## src/rtl/quad_step_gen.sv

```systemverilog
// Quadrature A/B front end: synchronise, glitch-filter, decode Gray steps into
// a single-cycle count-enable pulse plus direction, flagging illegal jumps.
module quad_step_gen #(
    parameter int SYNC_STAGES = 2,
    parameter int FILT_LEN    = 3
) (
    input  logic       CLK,
    input  logic       CD,
    input  logic       A,
    input  logic       B,
    input  logic       EN,
    input  logic       CS,
    output logic       CNT_EN,
    output logic       DNUP,
    output logic       ERR,
    output logic [1:0] QST
);

    localparam int CW = $clog2(FILT_LEN + 1);
    localparam logic [CW-1:0] CNT_LAST = CW'(FILT_LEN - 1);
    localparam logic [CW-1:0] CNT_ONE  = CW'(1);

    typedef enum logic {
        ST_INIT  = 1'b0,
        ST_TRACK = 1'b1
    } state_t;

    state_t state_r, state_s;

    logic [SYNC_STAGES-1:0] sync_a_r, sync_b_r;
    logic [CW-1:0]          cnt_a_r, cnt_b_r, init_cnt_r;
    logic                   step_r, dir_r, bad_r;
    logic                   sa_s, sb_s, diff_a_s, diff_b_s, acc_a_s, acc_b_s;
    logic                   settled_s, step_s, dir_s, bad_s;
    logic [1:0]             qst_next_s, delta_s;

    // Position of {A,B} along the up-count ring 00 -> 10 -> 11 -> 01.
    function automatic logic [1:0] ring_pos(input logic [1:0] ab);
        return {ab[0], ab[1] ^ ab[0]};
    endfunction

    // Input synchroniser chains.
    always_ff @(posedge CLK or posedge CD) begin
        if (CD) begin
            sync_a_r <= '0;
            sync_b_r <= '0;
        end else begin
            sync_a_r <= {sync_a_r[SYNC_STAGES-2:0], A};
            sync_b_r <= {sync_b_r[SYNC_STAGES-2:0], B};
        end
    end

    // Filter acceptance decisions and the resulting next filtered state.
    always_comb begin
        sa_s       = sync_a_r[SYNC_STAGES-1];
        sb_s       = sync_b_r[SYNC_STAGES-1];
        diff_a_s   = (sa_s != QST[1]);
        diff_b_s   = (sb_s != QST[0]);
        acc_a_s    = diff_a_s && (cnt_a_r == CNT_LAST) && !CS;
        acc_b_s    = diff_b_s && (cnt_b_r == CNT_LAST) && !CS;
        qst_next_s = {(acc_a_s ? sa_s : QST[1]), (acc_b_s ? sb_s : QST[0])};
        // Whole chain must agree so stale reset zeros are not mistaken for a level.
        settled_s  = (sync_a_r == {SYNC_STAGES{QST[1]}}) &&
                     (sync_b_r == {SYNC_STAGES{QST[0]}});
    end

    // Per-channel glitch filter counters and the filtered state.
    always_ff @(posedge CLK or posedge CD) begin
        if (CD) begin
            cnt_a_r <= '0;
            cnt_b_r <= '0;
            QST     <= 2'b00;
        end else if (CS) begin
            cnt_a_r <= '0;
            cnt_b_r <= '0;
        end else begin
            cnt_a_r <= (!diff_a_s || acc_a_s) ? '0 : cnt_a_r + CNT_ONE;
            cnt_b_r <= (!diff_b_s || acc_b_s) ? '0 : cnt_b_r + CNT_ONE;
            QST     <= qst_next_s;
        end
    end

    // FSM state register and INIT stability counter.
    always_ff @(posedge CLK or posedge CD) begin
        if (CD) begin
            state_r    <= ST_INIT;
            init_cnt_r <= '0;
        end else begin
            state_r <= state_s;
            if (CS || (state_r != ST_INIT) || !settled_s) begin
                init_cnt_r <= '0;
            end else begin
                init_cnt_r <= init_cnt_r + CNT_ONE;
            end
        end
    end

    // Next state and step classification of each filtered-state update.
    always_comb begin
        state_s = state_r;
        step_s  = 1'b0;
        dir_s   = 1'b0;
        bad_s   = 1'b0;
        delta_s = ring_pos(qst_next_s) - ring_pos(QST);
        case (state_r)
            ST_INIT: begin
                if (CS) begin
                    state_s = ST_INIT;
                end else if (acc_a_s || acc_b_s) begin
                    state_s = ST_TRACK;
                end else if (settled_s && (init_cnt_r == CNT_LAST)) begin
                    state_s = ST_TRACK;
                end else begin
                    state_s = ST_INIT;
                end
            end
            ST_TRACK: begin
                if (CS) begin
                    state_s = ST_INIT;
                end else if (acc_a_s || acc_b_s) begin
                    case (delta_s)
                        2'd1:    step_s = 1'b1;
                        2'd3: begin
                            step_s = 1'b1;
                            dir_s  = 1'b1;
                        end
                        2'd2:    bad_s  = 1'b1;
                        default: step_s = 1'b0;
                    endcase
                end else begin
                    state_s = ST_TRACK;
                end
            end
            default: state_s = ST_INIT;
        endcase
    end

    // Registered step pipeline and outputs; CS wins over any pending event.
    always_ff @(posedge CLK or posedge CD) begin
        if (CD) begin
            step_r <= 1'b0;
            dir_r  <= 1'b0;
            bad_r  <= 1'b0;
            CNT_EN <= 1'b0;
            DNUP   <= 1'b0;
            ERR    <= 1'b0;
        end else if (CS) begin
            step_r <= 1'b0;
            dir_r  <= 1'b0;
            bad_r  <= 1'b0;
            CNT_EN <= 1'b0;
            ERR    <= 1'b0;
        end else begin
            step_r <= step_s;
            dir_r  <= dir_s;
            bad_r  <= bad_s;
            CNT_EN <= step_r & EN;
            if (step_r) begin
                DNUP <= dir_r;
            end
            if (bad_r) begin
                ERR <= 1'b1;
            end
        end
    end

endmodule
```

## config.mk

```make
export PLATFORM = sky130hd
export DESIGN_NAME = quad_step_gen
export DESIGN_NICKNAME = d
export VERILOG_FILES = /design/src/rtl/quad_step_gen.sv
export SDC_FILE = /design/constraint.sdc
export NUM_CORES = 1
export LEC_CHECK = 0
export ABC_CLOCK_PERIOD_IN_PS = 1900
export BUFFER_PORTS_ARGS = -buffer_cell sky130_fd_sc_hd__buf_2
export CAP_MARGIN = 20
export CORE_MARGIN = 10
export CORE_UTILIZATION = 35
export DETAILED_ROUTE_END_ITERATION = 16
export HOLD_SLACK_MARGIN = 0.08
export SLEW_MARGIN = 15
export SYNTH_ARGS = -nofsm -noshare
export SYNTH_HDL_FRONTEND = slang
export SYNTH_SLANG_ARGS = --single-unit
```

## constraint.sdc

```tcl
create_clock -name CLK -period 1.9 [get_ports CLK]
set_input_delay 0.38 -clock CLK [delete_from_list [all_inputs] [get_ports CLK]]
set_output_delay 0.38 -clock CLK [all_outputs]
set_load 0.05 [all_outputs]
```

; Word level (Yosys, flattened, before mapping)
; Index checks and enable logic that the tools add are counted.
[classes]
addsub = 4
n_eq_ne = 10
muxes = 27
bitwise_logic = 5
n_reduce_logical = 18
[ops]
columns = cell, count
row1 = 1-bit 2-to-1 mux, 21
row2 = "2-bit == test, second input constant", 5
row3 = 2-bit 2-to-1 mux, 5
row4 = "2-bit by 1-bit adder with 2-bit output, second input constant", 3
row5 = 1-bit logical AND, 6
row6 = 1-bit logical OR, 5
row7 = 2-bit == test, 2
row8 = 1-bit logical NOT, 4
row9 = "2-bit by 1-bit == test with 1-bit output, second input constant", 1
row10 = 1-bit inequality test, 2
row11 = 1-bit inverter, 2
row12 = 1-bit one-hot mux with 2 select lines, 1
row13 = 2-bit AND reduction, 1
row14 = 2-bit nonzero test, 1
row15 = 2-bit OR reduction, 1
row16 = 2-bit subtractor, 1
row17 = 1-bit XOR, 2
row18 = 1-bit AND, 1
[totals]
reg_bits = 19
inputBits = 6
output_inout_bits = 5

; Logic depth before layout (Yosys ltp)
; Gate-level depths: netlist of the first run.
[depth]
depth_word = 12
ltp_mapped = 9
mapped_depth_nobuf = 9

; Worst setup path after synthesis of the first run
; OpenSTA, ideal clock, no wires.
[synth_timing]
path_kind = register -> register
start = register cnt_b_r[0]
end = register bad_r
setup_ns = 0.121
arrival_time_ns = 1.821
required_ns = 1.779
setup_slack_ns = -0.042
stages_incl_launch_ff = 10
path_buffers = 0
synth_period_minus_slack_ns = 1.942
cell_sequence = dfrtp_1 inv_1 ha_1 nor2b_1 mux2_2 xnor2_1 ha_1 nand3b_1 mux2i_1 and4b_1
[synth_via]
elab_chain_len = 11
elab_cells_between_ends = 12
[synth_rtl]
columns = item, line_no
row1 = from (decl), 31  ; logic [CW-1:0] cnt_a_r, cnt_b_r, init_cnt_r;
row2 = from (signal assigned), 78  ; cnt_b_r <= (!diff_b_s || acc_b_s) ? '0 : cnt_b_r + CNT_ONE;
row3 = 2-bit == test (*), 60  ; acc_b_s = diff_b_s && (cnt_b_r == CNT_LAST) && !CS;
row4 = 1-bit logical AND (*) (2 in series), 60
row5 = 1-bit 2-to-1 mux, 61  ; qst_next_s = {(acc_a_s ? sa_s : QST[1]), (acc_b_s ? sb_s : QST[0])};
row6 = 1-bit XOR, 39  ; return {ab[0], ab[1] ^ ab[0]};
row7 = 2-bit subtractor, 104  ; delta_s = ring_pos(qst_next_s) - ring_pos(QST);
row8 = 2-bit == test, 121  ; case (delta_s)
row9 = 1-bit 2-to-1 mux, 121
row10 = 1-bit 2-to-1 mux (*), 120  ; end else if (acc_a_s || acc_b_s) begin
row11 = 1-bit 2-to-1 mux (*), 105  ; case (state_r)
row12 = 1-bit 2-to-1 mux (*), 147  ; end else if (CS) begin
row13 = to (signal assigned), 156  ; bad_r <= bad_s;
row14 = to (decl), 32  ; logic step_r, dir_r, bad_r;
; Mark *: on every way between the ends. The rest lies on a longest branch, timed or not.
; A chain may end at the register's enable or synchronous reset.

; Final worst setup path of the first run
; Ends and elaborated chain as after synthesis.

==> results of run 1 <==
path summary, 6_finish.rpt:
kind | to | slack [ns] | cells past startpoint
max | bad_r | -0.02 | 9
min | QST[0] | 0.18 | 2
max reg2reg | bad_r | -0.02 | 9
min reg2reg | sync_a_r[1] | 0.40 | 0
max in group asynchronous | dir_r | 1.29 | 2
min in group CLK | sync_b_r[0] | 0.18 | 1
layout by cell type, fill, tap and decap left out, drive strengths merged:
master,Yosys,final
a21boi,1,1
and2,1,1
and2b,1,1
and3,2,2
and4b,1,1
buf,0,17
clkbuf,1,4
dfrtp,19,19
ha,4,4
inv,5,5
mux2,3,3
mux2i,1,1
nand2b,2,2
nand3b,1,1
nor2,7,7
nor2b,2,2
nor3,3,3
nor3b,1,1
nor4,2,2
o22ai,1,1
o311ai,1,1
or3,2,2
xnor2,3,3
xor2,1,1
metrics by stage:
step | cells | instance area [um2] | util, % | total power [mW] | TNS [ns]
3_3_place_gp | 104 | 905 | 40.9 | 0.878 | -0.150
2_1_floorplan | 65 | 808 | - | 0.805 | 0
6_report | 113 | 996 | 45.0 | 1.16 | -0.0429
4_1_cts | 111 | 978 | 44.2 | 1.17 | -0.0289
5_1_grt | 113 | 996 | 45.0 | 1.25 | -0.372
3_5_place_dp | 104 | 905 | 40.9 | 0.886 | -0.244
worst register-to-register path: cells and delay by family (launching register included):
family,cells,cell delay (ns)
mux,2,0.48
xor+xnor,1,0.15
fa+ha+maj,2,0.36
flops,1,0.39
simple gates,3,0.43
buf+inv,1,0.06
registers in the layout, indices dropped and copies added (netlist names):
register    flops
state_r         1
cnt_b_r         2
cnt_a_r         2
bad_r           1
step_r          1
init_cnt_r      2
sync_b_r        2
ERR             1
QST             2
DNUP            1
sync_a_r        2
dir_r           1
CNT_EN          1
power groups by stage:
stage	clock network, mW	logic, mW	registers (mW)
final	0.198	0.453	0.511
after global routing	0.227	0.501	0.522
after CTS	0.210	0.445	0.510
after detailed placement	0	0.369	0.517
after global placement	0	0.366	0.512
after floorplan	0	0.231	0.574
cell type report:
cell class	count	area, um2
fill	227	1220
multi-input combinational	40	338
sequential	19	475
timing repair buffer	17	103
inverter	5	18.8
tap	28	35.0
clock buffer	4	26.3
layer usage:
metal  wire length (um)  up-vias  track usage (%)
met4                  0        0             1.51
met5                  0        -                0
met3                126        0             3.92
met2                638       10             9.88
li1                   -      260                -
met1                541      243             6.60
what timing repair did:
action	in CTS	in global routing
pin swaps	3	0
resized for setup	6	1
hold endpoints to repair	0	0
buffers inserted	3	2
hold buffers	0	0
endpoints found under the setup margin	3	3
logic make-up (layout without fill, tap and decap cells):
family                     count (synthesis)  in the layout  synth area share [%]
and+or+nand+nor                           25             25                  19.4
DFF                                       19             19                  59.0
xor gates and xnor gates                   4              4                  4.35
AOI/OAI and AO/OA                          3              3                  2.80
muxes                                      4              4                  5.43
adders and majority gates                  4              4                  6.21
buffers and inverters                      6             26                  2.79
==> summary.md, run 1 <==
| Metric | Value |
|---|---|
| Syn Inst Count | 65 |
| Area share of the largest cell type after synthesis | 59.0% |
| Post-synthesis sequential area ratio | 59.0% |
| Dpl hpwl | 942 um |
| Setup CP Type | reg -> reg |
| Hold Slack | 0.176 ns |
| Via density | 4.54 |
| CP top delay family | multiplexers |
| Slowest cell on the critical path | dfrtp_1 |
| Vias | 513 |
| Starting Density | 36.4% |
| IO buf count | 10 |
| Post-synth EDFFs | 0 |
| Vias in the first global route | 517 |
| Synth top area cells | dfrtp_1, ha_1, mux2_2 |
| Clock Latency Late Sink | 0.29 ns |
| Global-route wire length before repair | 2.17 mm |
| CP Capture Type | flop |
| Failing checks | negative setup slack |
| Fin. Hold Viols | 0 |
| Final min period | 1.92 ns |
| PwrDens | 1170 nW/um2 |
| Die area | 4620 um2 |
| Clock Path Buffers | 2 |
| Detailed Route WL | 1.31 mm |
| Slowest stage delay, CP | 0.39 ns |
| Largest net degree at the start of global routing | 20 |
| Clock skew | 0.00281 ns |
| F_max | 519 MHz |
| Net count after synthesis | 75 |
| Layout cells sized above 1 | 36.5% |
| Leak pwr | 0.494 nW |
| Wire per inst | 11.6 um |
| GP Congestion | 0.733 |
| Sequential power share | 43.9% |
| Status | complete, but fails checks |
| GRT overflow | 0 |
| Pre-CTS setup slack | -0.109 ns |
| Core area | 2210 um2 |
| Buffer and inverter count on the worst path | 1 |
| Min setup slack post-route | -0.0250 ns |
| Vert. Die Dim | 68.0 um |
| IO Count | 11 |
| Synth async-reset ratio | 100% |
| Cell variety after synth | 25 |
| CTS tree | done |
| Clock sinks | 19 |
| WP data required | 2.14 ns |
| Number of antenna violations at the first check in global routing | 0 |
| Number of diodes | 0 |
| TritonCTS Buffers | 3 |
| Part of the power in combinational logic | 39.0% |
| Pint | 0.758 mW |
| CP dominant cell by count | ha_2 |
| Sw Ratio | 34.7% |
| Area growth syn-to-layout | 23.6% |
| Die Wd | 68.0 um |
| Drt pass-1 iters | 4 |
| Max-slew violations | 0 |
| Worst-Margin Slew | 0.690 ns |
| Period utilisation layout | 101% |
| Clock Pin Slew Worst Setup and Hold Paths | 0.10 ns |
| Max-Cap Viols | 0 |
| Drt first-iter violations | 6 |
| Clk root buf | clkbuf_4 |
| Yosys reg bits | 19 |
| NumNets Final | 96 |
| Setup crit start | cnt_b_r[0] |
| Area leader, netlist | dfrtp_1 |
| Mapped cell area | 806 um2 |
| Final number of setup-violating endpoints | 2 |
| Synthesized area per cell | 12.4 um2 |
| Clock share of power | 17.0% |
| Critical Path Start Type | flop |
| Synth Warn # | 0 |
| Cell with the most instances after synthesis | dfrtp_1 |
| Drt drc | 0 |
| Top_reg_cell synth | dfrtp_1 |
| H-tree Lvls | 1 |
| Slew margin rel. | 53.9% |
| Remaining antenna violation count after routing | 0 |
| Critical Path, Cell by Cell | inv_1 > ha_2 > nor2b_4 > mux2_4 > xnor2_2 > ha_2 > nand3b_1 > mux2i_1 > and4b_1 |
| Hold WC Path Type | in -> async |
| Cell Rows | 17 |
| GRT Total Usage | 6.13% |
| Crit path DAT | 2.16 ns |
| VDD IR-drop max | 0.000944 V |
| RSZ-0062 raised after global routing | yes |
| Synth cell count leaders | dfrtp_1, nor2_1, inv_1 |
| Reported net switching power | 0.404 mW |
| Crit-path max FO | 2 |
| RR Startpoint | cnt_b_r[0] |
Power figures use the tool's default switching activity.
==> run 2, diff against run 1 <==
--- a/config.mk
+++ b/config.mk
@@ -8,6 +8,7 @@
 export ABC_CLOCK_PERIOD_IN_PS = 1900
 export BUFFER_PORTS_ARGS = -buffer_cell sky130_fd_sc_hd__buf_2
 export CAP_MARGIN = 20
+export CORE_ASPECT_RATIO = 0.8
 export CORE_MARGIN = 10
 export CORE_UTILIZATION = 35
 export DETAILED_ROUTE_END_ITERATION = 16
==> summary.md, run 2 (synthesis results as in run 1) <==
| Metric | Value |
|---|---|
| Hold Slack | 0.159 ns (-0.0174 ns) |
| Global-route wire length before repair | 2.39 mm (+10%) |
| Clock skew | 0.0135 ns (+0.0107 ns) |
| Slowest cell on the critical path | dfrtp_1 |
| Vert. Die Dim | 62.9 um (-7.5%) |
| Buffer and inverter count on the worst path | 1 (unchanged) |
| Max-slew violations | 0 (unchanged) |
| Max-Cap Viols | 0 (unchanged) |
| Clock Latency Late Sink | 0.31 ns (+0.02 ns) |
| H-tree Lvls | 1 (unchanged) |
| Drt first-iter violations | 19 (+13) |
| Slowest stage delay, CP | 0.40 ns (about the same) |
| CP top delay family | multiplexers |
| Slew margin rel. | 53.5% (-0.40 points) |
| GRT Total Usage | 6.80% (+0.68 points) |
| Final min period | 1.96 ns (+0.0313 ns) |
| WP data required | 2.15 ns (about the same) |
| CTS tree | done |
| Reg2Reg Depth | 9 (unchanged) |
| RR Endpoint | bad_r |
| CP Capture Type | flop |
| Critical Path, Cell by Cell | inv_1 > ha_2 > and2b_1 > mux2_4 > xnor2_4 > ha_4 > nand3b_1 > mux2i_1 > and4b_1 |
| Layout cells sized above 1 | 38.1% (+1.6 points) |
| RR Startpoint | cnt_a_r[0] |
| GRT overflow | 0 (unchanged) |
| Hold WC Path Type | in -> async |
| VDD IR-drop max | 0.000859 V (-9.1%) |
| Remaining antenna violation count after routing | 0 (unchanged) |
| Vias in the first global route | 540 (+4.4%) |
| Status | complete, but fails checks |
| IO Count | 11 (unchanged) |
| Commonest non-fill, non-tap cell in the layout | dfrtp_1 |
| Period utilisation layout | 103% (+1.6 points) |
| GP Congestion | 0.730 (-0.40%) |
| Critical Path Start Type | flop |
| Final number of setup-violating endpoints | 2 (unchanged) |
| Crit path DAT | 2.21 ns (+0.05 ns) |
| Drt drc | 0 (unchanged) |
| CTS Hold Bufs | 0 (unchanged) |
| Dpl hpwl | 1.01 mm (+6.8%) |
| PwrDens | 1250 nW/um2 (+7.0%) |
| Detailed Route WL | 1.37 mm (+5.2%) |
| Worst-Margin Slew | 0.696 ns (+0.00600 ns) |
| Wire per inst | 12.6 um (+9.1%) |
| Clk root buf | clkbuf_4 |
| Largest net degree at the start of global routing | 20 (unchanged) |
| Leak pwr | 0.495 nW (+0.16%) |
| Via density | 4.88 (+7.5%) |
| Fin. Hold Viols | 0 (unchanged) |
| Min setup slack post-route | -0.0563 ns (-0.0313 ns) |
| NumNets Final | 95 (-1.0%) |
| RSZ-0062 raised after global routing | yes |
| Number of diodes | 0 (unchanged) |
| Vias | 532 (+3.7%) |
| Area growth syn-to-layout | 25.6% |
| Cell Rows | 15 (-2) |
| Core area | 2180 um2 (-1.6%) |
| Number of antenna violations at the first check in global routing | 0 (unchanged) |
| Failing checks | negative setup slack |
| Drt pass-1 iters | 4 (unchanged) |
| Clock Pin Slew Worst Setup and Hold Paths | 0.11 ns (about the same) |
| Design Power | 1.26 mW (+8.7%) |
| Starting Density | 37.0% (+0.59 points) |
| Reg2Reg Setup Slack | -0.06 ns (-0.03 ns) |
| Die area | 4630 um2 (+0.26%) |
| Clock Path Buffers | 2 (unchanged) |
| F_max | 511 MHz (-1.6%) |
| Clock sinks | 19 (unchanged) |
| Crit-path max FO | 2 (unchanged) |
| IO buf count | 10 (unchanged) |
| Die Wd | 73.6 um (+8.3%) |
| Most frequent cells in the layout | dfrtp_1, buf_2, nor2_1 |
| Setup CP Type | reg -> reg |
| TritonCTS Buffers | 3 (unchanged) |
==> run 2: worst max path at each step <==
stage	from	endpoint	slack [ns]	cells after the start
after CTS	cnt_b_r[0]	dir_r	-0.03	9
final	cnt_a_r[0]	bad_r	-0.06	9
after detailed placement	cnt_a_r[0]	bad_r	-0.07	9
after floorplan	cnt_b_r[0]	bad_r	0.03	9
after global routing	cnt_a_r[0]	dir_r	-0.13	9
after global placement	cnt_b_r[0]	bad_r	0.02	9
==> run 2: per-layer routing <==
metal | part of all wire, % | GRT usage (%) | vias up
met5 | 0 | 0 | -
met4 | 2.7 | 4.88 | 0
met3 | 6.9 | 3.81 | 4
met2 | 44 | 8.72 | 11
met1 | 47 | 8.13 | 257
li1 | - | - | 260
==> run 2: timing repair <==
action / 4_1_cts / 5_1_grt
endpoints found under the hold margin: 0 / 0
buffers inserted: 3 / 0
endpoints found under the setup margin: 2 / 3
pin swaps: 4 / 3
resized for setup: 6 / 4
==> run 2: power breakdown <==
part / switching, mW / leakage [nW] / internal (mW)
Combinational: 0.274 / 0.226 / 0.274
Clock: 0.127 / 0.0177 / 0.0786
Sequential: 0.0530 / 0.251 / 0.457
Total: 0.454 / 0.495 / 0.810
==> run 2: cell type report <==
class | instances | area [um2]
Clock buffer | 3 | 22.5
Tap cell | 25 | 31.3
Sequential cell | 19 | 475
Multi-Input combinational cell | 40 | 364
Clock inverter | 1 | 5.00
Inverter | 5 | 18.8
Fill cell | 198 | 1160
Timing Repair Buffer | 16 | 95.1
==> run 2: metrics by stage <==
step | cell area, um2 | utilization [%] | instances | TNS (ns) | setup WS, ns
2_1_floorplan | 808 | - | 65 | 0 | 0.0293
3_3_place_gp | 908 | 41.7 | 102 | 0 | 0.0150
3_5_place_dp | 908 | 41.7 | 102 | -0.132 | -0.0662
4_1_cts | 983 | 45.2 | 109 | -0.0480 | -0.0278
5_1_grt | 1010 | 46.5 | 109 | -0.249 | -0.133
6_report | 1010 | 46.5 | 109 | -0.105 | -0.0563
==> run 2: worst reg2reg max path, stage by stage, from the launching register on <==
cell and delay (ns):
dfrtp_1 0.40, inv_1 0.06, ha_2 0.16, and2b_1 0.16
mux2_4 0.34, xnor2_4 0.19, ha_4 0.15, nand3b_1 0.08
mux2i_1 0.16, and4b_1 0.20
==> run 3, diff against run 2 <==
--- a/config.mk
+++ b/config.mk
@@ -9,10 +9,11 @@
 export BUFFER_PORTS_ARGS = -buffer_cell sky130_fd_sc_hd__buf_2
 export CAP_MARGIN = 20
 export CORE_ASPECT_RATIO = 0.8
-export CORE_MARGIN = 10
+export CORE_MARGIN = 2
 export CORE_UTILIZATION = 35
 export DETAILED_ROUTE_END_ITERATION = 16
 export HOLD_SLACK_MARGIN = 0.08
+export PLACE_DENSITY = 0.57
 export SLEW_MARGIN = 15
 export SYNTH_ARGS = -nofsm -noshare
 export SYNTH_HDL_FRONTEND = slang
==> summary.md, run 3 (synthesis results as in run 1) <==
| Metric | Value |
|---|---|
| GP Congestion | 0.743 (+1.8%) |
| Number of diodes | 0 (unchanged) |
| Number of antenna violations at the first check in global routing | 0 (unchanged) |
| Global-route wire length before repair | 2.07 mm (-14%) |
| Period utilisation layout | 102% (-0.67 points) |
| Via density | 4.67 (-4.4%) |
| Wire per inst | 10.9 um (-13%) |
| IO buf count | 10 (unchanged) |
| Min setup slack post-route | -0.0436 ns (+0.0127 ns) |
| F_max | 515 MHz (+0.65%) |
| NumNets Final | 94 (-1.1%) |
| Layout cells sized above 1 | 36.1% (-2.0 points) |
| Largest net degree at the start of global routing | 20 (unchanged) |
| Clock Latency Late Sink | 0.29 ns (-0.02 ns) |
| Pre-CTS setup slack | -0.108 ns (-0.0421 ns) |
| Vert. Die Dim | 46.9 um (-25%) |
| Clock Pin Slew Worst Setup and Hold Paths | 0.10 ns (about the same) |
| TritonCTS Buffers | 3 (unchanged) |
| Crit-path max FO | 2 (unchanged) |
| Pint | 0.749 mW (-7.5%) |
| Cell Rows | 15 (unchanged) |
| Failing checks | negative setup slack |
| Core area | 2160 um2 (-0.86%) |
| Part of the power in combinational logic | 38.9% (-4.5 points) |
| Status | complete, but fails checks |
| Hold WC Path Type | in -> async |
| Critical Path Start Type | flop |
| H-tree Lvls | 1 (unchanged) |
| VDD IR-drop max | 0.000687 V (-20%) |
| Clock Path Buffers | 2 (unchanged) |
| Clock share of power | 17.0% (+0.7 points) |
| Max-Cap Viols | 0 (unchanged) |
| Drt drc | 0 (unchanged) |
| Leak pwr | 0.484 nW (-2.3%) |
| CTS tree | done |
| Worst-Margin Slew | 0.681 ns (-0.0149 ns) |
| IO Count | 11 (unchanged) |
| GRT overflow | 0 (unchanged) |
| Slew margin rel. | 54.5% (+1.0 points) |
| Final min period | 1.94 ns (-0.0127 ns) |
| Starting Density | 37.3% (+0.32 points) |
| Vias in the first global route | 457 (-15%) |
| Vias | 504 (-5.3%) |
| Clk root buf | clkbuf_4 |
| GRT Total Usage | 10.8% (+4.0 points) |
| Most frequent cells in the layout | dfrtp_1, buf_2, nor2_1 |
| Crit path DAT | 2.18 ns (-0.03 ns) |
| Design Area, Final | 982 um2 (-3.0%) |
| Die Wd | 57.6 um (-22%) |
| Remaining antenna violation count after routing | 0 (unchanged) |
| Commonest non-fill, non-tap cell in the layout | dfrtp_1 |
| Reported net switching power | 0.401 mW (-12%) |
| Final number of setup-violating endpoints | 2 (unchanged) |
| WP data required | 2.13 ns (-0.02 ns) |
| Fin. Hold Viols | 0 (unchanged) |
| Drt first-iter violations | 3 (-16) |
| Area growth syn-to-layout | 21.9% |
| Setup_tns | -0.0847 ns (+0.0204 ns) |
| Sequential power share | 44.1% (+3.7 points) |
| Dpl hpwl | 874 um (-13%) |
| Sw Ratio | 34.9% (-1.1 points) |
| Clock skew | 0.00310 ns (-0.0104 ns) |
| Setup CP Type | reg -> reg |
| Max-slew violations | 0 (unchanged) |
| Placed Instance Area | 901 um2 (-0.83%) |
| RSZ-0062 raised after global routing | yes |
| Die area | 2700 um2 (-42%) |
| CP Capture Type | flop |
| Clock sinks | 19 (unchanged) |
| Detailed Route WL | 1.18 mm (-14%) |
| Drt pass-1 iters | 4 (unchanged) |
| PwrDens | 1170 nW/um2 (-6.2%) |
## run 3: cell types whose count changed in the layout (fill, tap and decap cells not counted)
| cell | before | now |
|---|---|---|
| buf_4 | 6 | 5 |
| ha_4 | 1 | 0 |
| clkbuf_1 | 0 | 1 |
| xnor2_4 | 1 | 0 |
| xnor2_2 | 0 | 1 |
| clkinv_2 | 1 | 0 |
| ha_2 | 2 | 3 |
## run 3: final timing paths
path / start / endpoint / slack (ns) / cells past startpoint
max in group asynchronous: CD / DNUP / 1.29 / 2
max reg2reg: cnt_a_r[0] / bad_r / -0.04 / 9
min: CD / init_cnt_r[1] / 0.17 / 2
min in group CLK: B / sync_b_r[0] / 0.19 / 1
min reg2reg: sync_a_r[0] / sync_a_r[1] / 0.41 / 0
max: cnt_a_r[0] / bad_r / -0.04 / 9
## run 3: timing repair
| item | in CTS | in global routing |
|---|---|---|
| cloned | 0 | 0 |
| endpoints found under the setup margin | 3 | 3 |
| pin swaps | 3 | 1 |
| buffers inserted | 2 | 1 |
| resized for setup | 7 | 1 |
| hold buffers | 0 | 0 |
## run 3: metrics by stage
stage	cells	utilization, %	hold WS (ns)	power [mW]
5_1_grt	108	45.5	0.158	1.25
6_report	108	45.5	0.171	1.15
4_1_cts	107	44.9	0.174	1.15
3_3_place_gp	101	41.7	0.381	0.877
2_1_floorplan	65	-	0.331	0.805
3_5_place_dp	101	41.7	0.386	0.885
## run 3: area by class of cell
class                      instances  area (um2)
fill                             198        1180
sequential                        19         475
multi-input combinational         40         343
timing repair buffer              15        87.6
tap                               25        31.3
clock buffer                       4        26.3
inverter                           5        18.8
## run 3: power by group through the flow
stage	Sequential, mW	Combinational, mW	Clock [mW]
finish	0.507	0.447	0.195
global placement	0.513	0.364	0
global route	0.518	0.502	0.225
detailed placement	0.515	0.369	0
floorplan	0.574	0.231	0
CTS	0.508	0.437	0.206
## run 3: layer usage
| layer | routed length, um | track usage, % |
|---|---|---|
| met1 | 577 | 14.2 |
| met2 | 517 | 15.0 |
| met3 | 69 | 6.06 |
| met4 | 14 | 4.19 |
| met5 | 0 | 0 |
## run 3: worst max-delay path: stages (launching register included)
cell and delay [ns]:
dfrtp_1 0.39, inv_1 0.06, ha_2 0.17, and2b_1 0.16
mux2_4 0.33, xnor2_2 0.14, ha_2 0.19, nand3b_1 0.07
mux2i_1 0.17, and4b_1 0.20
